## config.mk

```make
export PLATFORM = sky130hd
export DESIGN_NAME = alu_issue_seq
export DESIGN_NICKNAME = d
export VERILOG_FILES = /design/src/rtl/alu_pkg.sv /design/src/rtl/alu_regfile.sv /design/src/rtl/alu_issue_seq.sv
export SDC_FILE = /design/constraint.sdc
export NUM_CORES = 1
export LEC_CHECK = 0
export BUFFER_PORTS_ARGS = -buffer_cell sky130_fd_sc_hd__buf_2
export CORE_MARGIN = 10
export CORE_UTILIZATION = 30
export DETAILED_ROUTE_END_ITERATION = 8
export PLACE_DENSITY = 0.6
export SYNTH_ARGS = -nofsm -noshare
export SYNTH_HDL_FRONTEND = slang
export SYNTH_HIERARCHICAL = 1
export SYNTH_SLANG_ARGS = --single-unit
```

## constraint.sdc

```tcl
create_clock -name clk -period 5.35 [get_ports clk]
set_input_delay 0.8025 -clock clk [delete_from_list [all_inputs] [get_ports clk]]
set_output_delay 0.8025 -clock clk [all_outputs]
set_load 0.02 [all_outputs]
```

## src/rtl/alu_pkg.sv

```systemverilog
// rtl/alu_pkg.sv - shared constants, state encoding and helpers for the ALU issue sequencer
package alu_pkg;

  localparam logic [3:0] ALU_HOLD_CODE = 4'b0010;

  localparam int FLG_Z  = 5;
  localparam int FLG_C  = 4;
  localparam int FLG_V  = 3;
  localparam int FLG_EQ = 2;
  localparam int FLG_GR = 1;
  localparam int FLG_LS = 0;

  typedef enum logic [1:0] {
    IDLE  = 2'd0,
    ISSUE = 2'd1,
    WAIT  = 2'd2,
    WB    = 2'd3
  } seq_state_t;

  // Any select whose low bits are 2'b10 freezes the ALU output register.
  function automatic logic is_hold_code(input logic [3:0] op);
    return op[1:0] == 2'b10;
  endfunction

endpackage

```

## src/rtl/alu_regfile.sv

```systemverilog
// rtl/alu_regfile.sv - NREG x DW register file, one write port, two operand reads and a debug read
module alu_regfile #(
  parameter int DW   = 8,
  parameter int NREG = 4,
  parameter int RW   = 2
) (
  input  logic          clk,
  input  logic          rst,
  input  logic          i_we,
  input  logic [RW-1:0] i_waddr,
  input  logic [DW-1:0] i_wdata,
  input  logic [RW-1:0] i_ra_addr,
  output logic [DW-1:0] o_ra_data,
  input  logic [RW-1:0] i_rb_addr,
  output logic [DW-1:0] o_rb_data,
  input  logic [RW-1:0] i_dbg_addr,
  output logic [DW-1:0] o_dbg_data
);

  logic [DW-1:0] r_mem [NREG];

  always_ff @(posedge clk or negedge rst) begin
    if (!rst) begin
      for (int i = 0; i < NREG; i++) begin
        r_mem[i] <= '0;
      end
    end else if (i_we) begin
      r_mem[i_waddr] <= i_wdata;
    end
  end

  assign o_ra_data  = r_mem[i_ra_addr];
  assign o_rb_data  = r_mem[i_rb_addr];
  assign o_dbg_data = r_mem[i_dbg_addr];

endmodule

```

## src/rtl/alu_issue_seq.sv

```systemverilog
// rtl/alu_issue_seq.sv - issues one instruction at a time to the ALU and writes its result back
module alu_issue_seq
  import alu_pkg::*;
#(
  parameter int DW      = 8,
  parameter int NREG    = 4,
  parameter int RW      = 2,
  parameter int ALU_LAT = 1
) (
  input  logic          clk,
  input  logic          rst,
  input  logic          instr_valid,
  output logic          instr_ready,
  input  logic [3:0]    instr_op,
  input  logic [RW-1:0] instr_rd,
  input  logic [RW-1:0] instr_ra,
  input  logic [RW-1:0] instr_rb,
  input  logic          instr_imm_en,
  input  logic [DW-1:0] instr_imm,
  output logic [DW-1:0] alu_a,
  output logic [DW-1:0] alu_b,
  output logic [3:0]    alu_s,
  input  logic [DW-1:0] alu_f,
  input  logic [5:0]    alu_flags,
  output logic [5:0]    flags,
  output logic          done,
  output logic          err,
  input  logic [RW-1:0] dbg_addr,
  output logic [DW-1:0] dbg_data
);

  seq_state_t    r_state;
  seq_state_t    w_next;
  logic [DW-1:0] r_alu_a;
  logic [DW-1:0] r_alu_b;
  logic [3:0]    r_alu_s;
  logic [RW-1:0] r_rd;
  logic [2:0]    r_cnt;
  logic [5:0]    r_flags;
  logic          r_done;
  logic          r_err;

  logic          w_accept;
  logic          w_hold;
  logic [DW-1:0] w_rf_a;
  logic [DW-1:0] w_rf_b;
  logic [DW-1:0] w_opnd_b;
  logic          w_we;

  alu_regfile #(
    .DW   (DW),
    .NREG (NREG),
    .RW   (RW)
  ) u_regfile (
    .clk        (clk),
    .rst        (rst),
    .i_we       (w_we),
    .i_waddr    (r_rd),
    .i_wdata    (alu_f),
    .i_ra_addr  (instr_ra),
    .o_ra_data  (w_rf_a),
    .i_rb_addr  (instr_rb),
    .o_rb_data  (w_rf_b),
    .i_dbg_addr (dbg_addr),
    .o_dbg_data (dbg_data)
  );

  // Ready stays low through the done cycle so a queued instruction lands after writeback.
  assign instr_ready = (r_state == IDLE) && !r_done;
  assign w_accept    = instr_valid && instr_ready;
  assign w_hold      = is_hold_code(instr_op);
  assign w_opnd_b    = instr_imm_en ? instr_imm : w_rf_b;
  assign w_we        = (r_state == WB);

  always_ff @(posedge clk or negedge rst) begin
    if (!rst) begin
      r_state <= IDLE;
    end else begin
      r_state <= w_next;
    end
  end

  always_comb begin
    w_next = r_state;
    case (r_state)
      IDLE:    if (w_accept && !w_hold) w_next = ISSUE;
      ISSUE:   w_next = (ALU_LAT == 1) ? WB : WAIT;
      WAIT:    if (r_cnt == 3'd1) w_next = WB;
      WB:      w_next = IDLE;
      default: w_next = IDLE;
    endcase
  end

  always_ff @(posedge clk or negedge rst) begin
    if (!rst) begin
      r_alu_a <= '0;
      r_alu_b <= '0;
      r_alu_s <= ALU_HOLD_CODE;
      r_rd    <= '0;
      r_cnt   <= '0;
      r_flags <= '0;
      r_done  <= 1'b0;
      r_err   <= 1'b0;
    end else begin
      r_done <= 1'b0;
      r_err  <= 1'b0;
      case (r_state)
        IDLE: begin
          if (w_accept) begin
            if (w_hold) begin
              r_err <= 1'b1;
            end else begin
              r_alu_a <= w_rf_a;
              r_alu_b <= w_opnd_b;
              r_alu_s <= instr_op;
              r_rd    <= instr_rd;
            end
          end
        end
        ISSUE: begin
          r_flags <= alu_flags;
          r_cnt   <= 3'(ALU_LAT - 1);
        end
        WAIT: r_cnt <= r_cnt - 3'd1;
        WB: begin
          r_done  <= 1'b1;
          r_alu_s <= ALU_HOLD_CODE;
        end
        default: ;
      endcase
    end
  end

  assign alu_a = r_alu_a;
  assign alu_b = r_alu_b;
  assign alu_s = r_alu_s;
  assign flags = r_flags;
  assign done  = r_done;
  assign err   = r_err;

endmodule

```

==> results.yml, run 1 <==
timing:
  setup_slack_ns: 2.70
  hold_viol: 0
  rsz0062_at_grt: "no"
  period_share_pct: 49.5
  fmax_mhz: 377
  relSlewSlack_pct: 41.3
  finalMaxSlewViolations: 0
  fin_skew_ns: 0.00635
  worstMarginPinSlew_ns: 0.880
  post-route-min-period_ns: 2.65
  hold_slack_ns: 0.499
  setup_viol: 0
  setup_tns_ns: 0
power:
  power_frac_seq_pct: 36.8
  max-vdd-ir-drop_mv: 0.211
  p_int_mw: 1.69
  power_frac_comb_pct: 42.0
  leakagePower_nw: 1.87
  clkPwrFrac_pct: 21.2
  switchingPower_mw: 0.916
  power_density_nw_per_um2: 619
  swShare_pct: 35.2
placed_design:
  routabilityCongestion: 0.710
  placed_area_um2: 3920
  pre_cts_ws_ns: 2.67
  dpl.hpwl_mm: 6.17
  place.port_buffers: 74
synth:
  synth_edf_count: 0
  ys.flop_type: "dfrtp_1"
  synthMuxAreaShare_pct: 38.5
  synth_top_area_share_pct: 48.2
  synth_compound_area_share_pct: 2.78
  ys_ff_latch: 67
  synth_top_family_by_area: "multiplexers"
  synth_top_area_cell: "dfrtp_1"
  synthAdderAreaFrac_pct: 2.56
  yosys_warnings: 6
  syn-num-nets: 258
  async_flop_share_pct: 100
  syn_avg_cell_area_um2: 16.1
  ys_types: 33
  synthesis.area_um2: 3420
  synthXorXnorAreaFrac_pct: 0
  synthCells: 213
  synth_area_leaders: "dfrtp_1 48%, mux2_2 17%, mux4_2 16%"
  seq_area_frac_synth_pct: 49.0
  synthSimpleGateAreaFrac_pct: 4.79
critical_path:
  reg2reg_depth: 6
  crit_type: "in2out"
  crit_family: "multiplexers"
  r2r-end: "alu_b[0]$_DFFE_PN0P_"
  max_stage_delay_ns: 0.56
  worstPathArrival_ns: 1.85
  cp_cell_sequence: "buf_2 > mux4_2 > buf_2"
  rrSetupSlack_ns: 3.36
  path_buf_inv: 2
  cp_slowest_cell: "mux4_2"
  r2r-start: "r_state[0]$_DFFE_PN0P_"
  worstPathRequired_ns: 4.55
  start_kind: "input port"
  end_kind: "output port"
  path_common_cell: "buf_2"
  critPathLaunch: "dbg_addr[0]"
  crit_fanout: 8
min_path:
  hold_depth: 1
  hp-class: "reg2reg"
  hold_start: "alu_b[0]$_DFFE_PN0P_"
  holdPathEnd: "alu_b[0]$_DFFE_PN0P_"
cts:
  clockBufferDepth: 2
  cts_buffers: 9
  htree_num_levels: 3
  clkSlewWorstSetupHoldPaths_ns: 0.05
  cts_tree: "done"
  clock-sinks: 67
  hold_buffers: 0
  cts-resized-gates: 0
  root_buffer: "clkbuf_16"
  postCtsSetupBuffers: 0
  insertion_delay_ns: 0.33
routing:
  wl_per_cell_um: 19.6
  dr.pass1.iters: 4
  ant_nets: 0
  drc: 0
  vias_per_cell: 4.99
  wl_mm: 8.52
  drtIter0Drc: 95
  vias: 2164
layout:
  drive_gt1_share_pct: 62.9
  seq_area_um2: 1680
  fillers: 1054
  layout_commonest_cell: "buf_2"
  area_delta_synth_final_pct: 22.8
  final_cell_mix: "74 x buf_2, 66 x dfrtp_1, 53 x mux2_2"
  multi_input_area_um2: 1670
  fin_area_um2: 4200
  fin_nets: 335
  n_antenna_cell: 0
grt:
  grt_max_degree: 68
  grt_pass1_wl_mm: 13.5
  grt-ovfl-total: 0
  grt_pass1_vias: 2321
  grt_use_total_pct: 10.9
  antenna_found_initial: 0
floorplan:
  die_h_um: 127
  start_util_pct: 31.0
  rows: 38
  coreArea_um2: 11000
  num_io_pins: 75
  die_area_um2: 16100
  die_w_um: 127
run_status:
  status: "finished, final reports clean"
flow_run:
  cap_violations: 0
[how the worst max path moves through the flow]
| stage | end | cells after the start |
|---|---|---|
| global route | dbg_data[7] | 3 |
| floorplan | dbg_data[0] | 2 |
| global placement | dbg_data[0] | 3 |
| CTS | dbg_data[7] | 3 |
| finish | dbg_data[7] | 3 |
| detailed placement | dbg_data[7] | 3 |
[cells in the mapped netlist, types with 2 or more instances]
cell	count
mux2_2	53
buf_2	3
mux2_4	10
inv_1	7
nand3b_2	2
o2bb2ai_1	3
o22a_1	2
buf_1	3
nor2_1	2
mux4_2	24
and2b_1	2
clkbuf_1	2
dfrtp_1	66
o21ai_0	5
ha_1	7
mux2_1	2
nand3b_1	2
nand2_1	2
a31oi_1	2
[layout make-up]
| class | instances | share of cell area [%] |
|---|---|---|
| multi-input cells | 130 | 39.6 |
| clock inverters | 2 | 0.238 |
| repair buffers | 75 | 8.99 |
| inverters | 7 | 0.625 |
| clock buffers | 13 | 6.43 |
| well taps | 140 | 4.17 |
| flip-flops and latches | 67 | 39.9 |
[power by group through the flow]
stage | clock [mW] | combinational [mW] | sequential [mW]
6_report | 0.551 | 1.09 | 0.957
5_1_grt | 0.585 | 1.18 | 0.994
4_1_cts | 0.564 | 1.11 | 0.958
2_1_floorplan | 0 | 0.693 | 1.03
3_3_place_gp | 0 | 1.09 | 0.948
3_5_place_dp | 0 | 1.11 | 0.966
[flip-flops by register name, indices dropped and copies added (netlist names)]
name	count
r_cnt	3
done	1
flags	6
u_regfile/r_mem	32
alu_b	8
r_state	2
err	1
alu_a	8
r_rd	2
alu_s	4
[layer usage]
metal	track usage, %	wire [um]	vias up
li1	-	-	971
met1	14.9	4070	1133
met2	15.6	3880	56
met3	3.87	486	4
met4	3.48	84	0
met5	0	0	-
[logic make-up (layout without fill, tap and decap cells)]
family / count (synthesis) / in the layout
adder cells (fa/ha/maj): 7 / 7
AND/OR/NAND/NOR: 19 / 19
flip-flops: 67 / 67
buffers and inverters: 16 / 97
AO/OA/AOI/OAI: 14 / 14
multiplexers: 90 / 90
[metrics by stage]
step                      cells  total power [mW]  util [%]
final                       434              2.60      38.1
after global routing        434              2.76      38.1
after CTS                   434              2.64      38.1
after detailed placement    419              2.08      35.6
after global placement      419              2.04      35.6
after floorplan             213              1.73         -
No activity file was read; power rests on OpenSTA's default activity.
==> inputs of run 2 (changes only) <==
clock period = 2.48 ns   (was 5.35 ns; I/O delays follow)
==> results.yml, run 2 (same netlist as run 1, synthesis figures left out) <==
run_status:
  status: "finished, final reports clean"
placed_design:
  dp.cells: 420
  place.port_buffers: 74
  dpl.hpwl_mm: 6.25
  routabilityCongestion: 0.732
power:
  leakagePower_nw: 1.88
  total_power_mw: 5.69
  power_frac_seq_pct: 36.7
  max-vdd-ir-drop_mv: 0.404
  power_frac_comb_pct: 41.5
  p_int_mw: 3.70
  power_density_nw_per_um2: 1340
  swShare_pct: 34.9
  switchingPower_mw: 1.99
  clkPwrFrac_pct: 21.8
cts:
  cts_tree: "done"
  insertion_delay_ns: 0.32
  cts-resized-gates: 0
  clock-sinks: 67
  htree_num_levels: 3
  postCtsSetupBuffers: 0
  hold_buffers: 0
  clockBufferDepth: 2
  cts_buffers: 9
  root_buffer: "clkbuf_16"
  clkSlewWorstSetupHoldPaths_ns: 0.05
routing:
  wl_per_cell_um: 19.2
  dr.pass1.iters: 4
  ant_nets: 0
  vias: 2137
  drtIter0Drc: 143
  drc: 0
  vias_per_cell: 4.88
  wl_mm: 8.42
floorplan:
  start_util_pct: 31.0
  rows: 38
  coreArea_um2: 11000
  die_h_um: 127
  num_io_pins: 75
  die_w_um: 127
  die_area_um2: 16100
timing:
  rsz0062_at_grt: "no"
  setup_viol: 0
  post-route-min-period_ns: 1.99
  relSlewSlack_pct: 60.6
  fin_skew_ns: 0.00731
  hold_slack_ns: 0.0472
  setup_tns_ns: 0
  finalMaxSlewViolations: 0
  hold_viol: 0
  period_share_pct: 80.1
  worstMarginPinSlew_ns: 0.591
  fmax_mhz: 504
layout:
  area_delta_synth_final_pct: 23.7
  fin_nets: 336
  drive_gt1_share_pct: 62.2
  largest_reg_flops: 32
  layout_commonest_cell: "buf_2"
  stdcell_count: 438
  largest-register: "u_regfile/r_mem"
  final_cell_mix: "74 x buf_2, 66 x dfrtp_1, 53 x mux2_2"
critical_path:
  worstPathRequired_ns: 2.69
  start_kind: "flip-flop"
  crit_fanout: 18
  worstPathArrival_ns: 2.19
  end_kind: "flip-flop"
  crit_type: "reg2reg"
grt:
  grt_pass1_vias: 2317
  antenna_found_initial: 2
  grt_use_total_pct: 10.5
  grt_pass1_wl_mm: 13.1
  grt_max_degree: 68
  grt-ovfl-total: 0
flow_run:
  cap_violations: 0
min_path:
  hp-class: "in2async"
run 2: changes by cell type in the layout (fill, tap and decap cells not counted), sizes merged:
| cell | delta |
|---|---|
| diode | +2 |
| buf | +1 |
| bufinv | +1 |
| clkbuf | +1 |
| clkinv | -1 |
run 2: stage by stage:
| step | utilization, % | setup slack, ns | cell area [um2] |
|---|---|---|---|
| after floorplan | - | 0.700 | 3420 |
| after global placement | 35.8 | 0.571 | 3940 |
| after detailed placement | 35.8 | 0.456 | 3940 |
| after CTS | 38.4 | 0.462 | 4230 |
| after global routing | 38.4 | 0.347 | 4230 |
| final | 38.4 | 0.495 | 4240 |
run 2: power groups by stage:
| stage | Clock (mW) | Sequential, mW | Combinational [mW] |
|---|---|---|---|
| 2_1_floorplan | 0 | 2.23 | 1.50 |
| 3_3_place_gp | 0 | 2.07 | 2.35 |
| 3_5_place_dp | 0 | 2.10 | 2.39 |
| 4_1_cts | 1.28 | 2.08 | 2.41 |
| 5_1_grt | 1.32 | 2.16 | 2.54 |
| 6_report | 1.24 | 2.09 | 2.36 |
run 2: critical path, stage by stage, from the launching register on:
cell     delay, ns
dfrtp_1       0.41
inv_1         0.12
ha_1          0.30
and2b_4       0.23
nand2_4       0.07
nor2_8        0.33
mux2_2        0.38
run 2: final timing paths:
path	start	to	slack, ns	depth (start not counted)
max in group asynchronous	rst	alu_s[1]$_DFFE_PN1P_	2.11	2
min reg2reg	alu_a[0]$_DFFE_PN0P_	alu_a[0]$_DFFE_PN0P_	0.48	1
min	rst	flags[2]$_DFFE_PN0N_	0.05	2
max	r_state[0]$_DFFE_PN0P_	alu_b[3]$_DFFE_PN0P_	0.49	6
max reg2reg	r_state[0]$_DFFE_PN0P_	alu_b[3]$_DFFE_PN0P_	0.49	6
min in group clk	alu_flags[5]	flags[5]$_DFFE_PN0N_	0.28	2
run 2: cell type report:
cell class                      count  area [um2]
Antenna cell                        2        5.00
Clock buffer                       14         254
Clock inverter                      2        35.0
Fill cell                        1071        6790
Inverter                            7        26.3
Multi-Input combinational cell    130        1670
Sequential cell                    67        1680
Tap cell                          140         175
Timing Repair Buffer               76         398
run 2: layer usage:
layer | global-route usage [%] | routed length [um]
met5 | 0 | 11
met4 | 5.63 | 120
met3 | 3.54 | 602
met2 | 15.2 | 3850
met1 | 13.6 | 3840
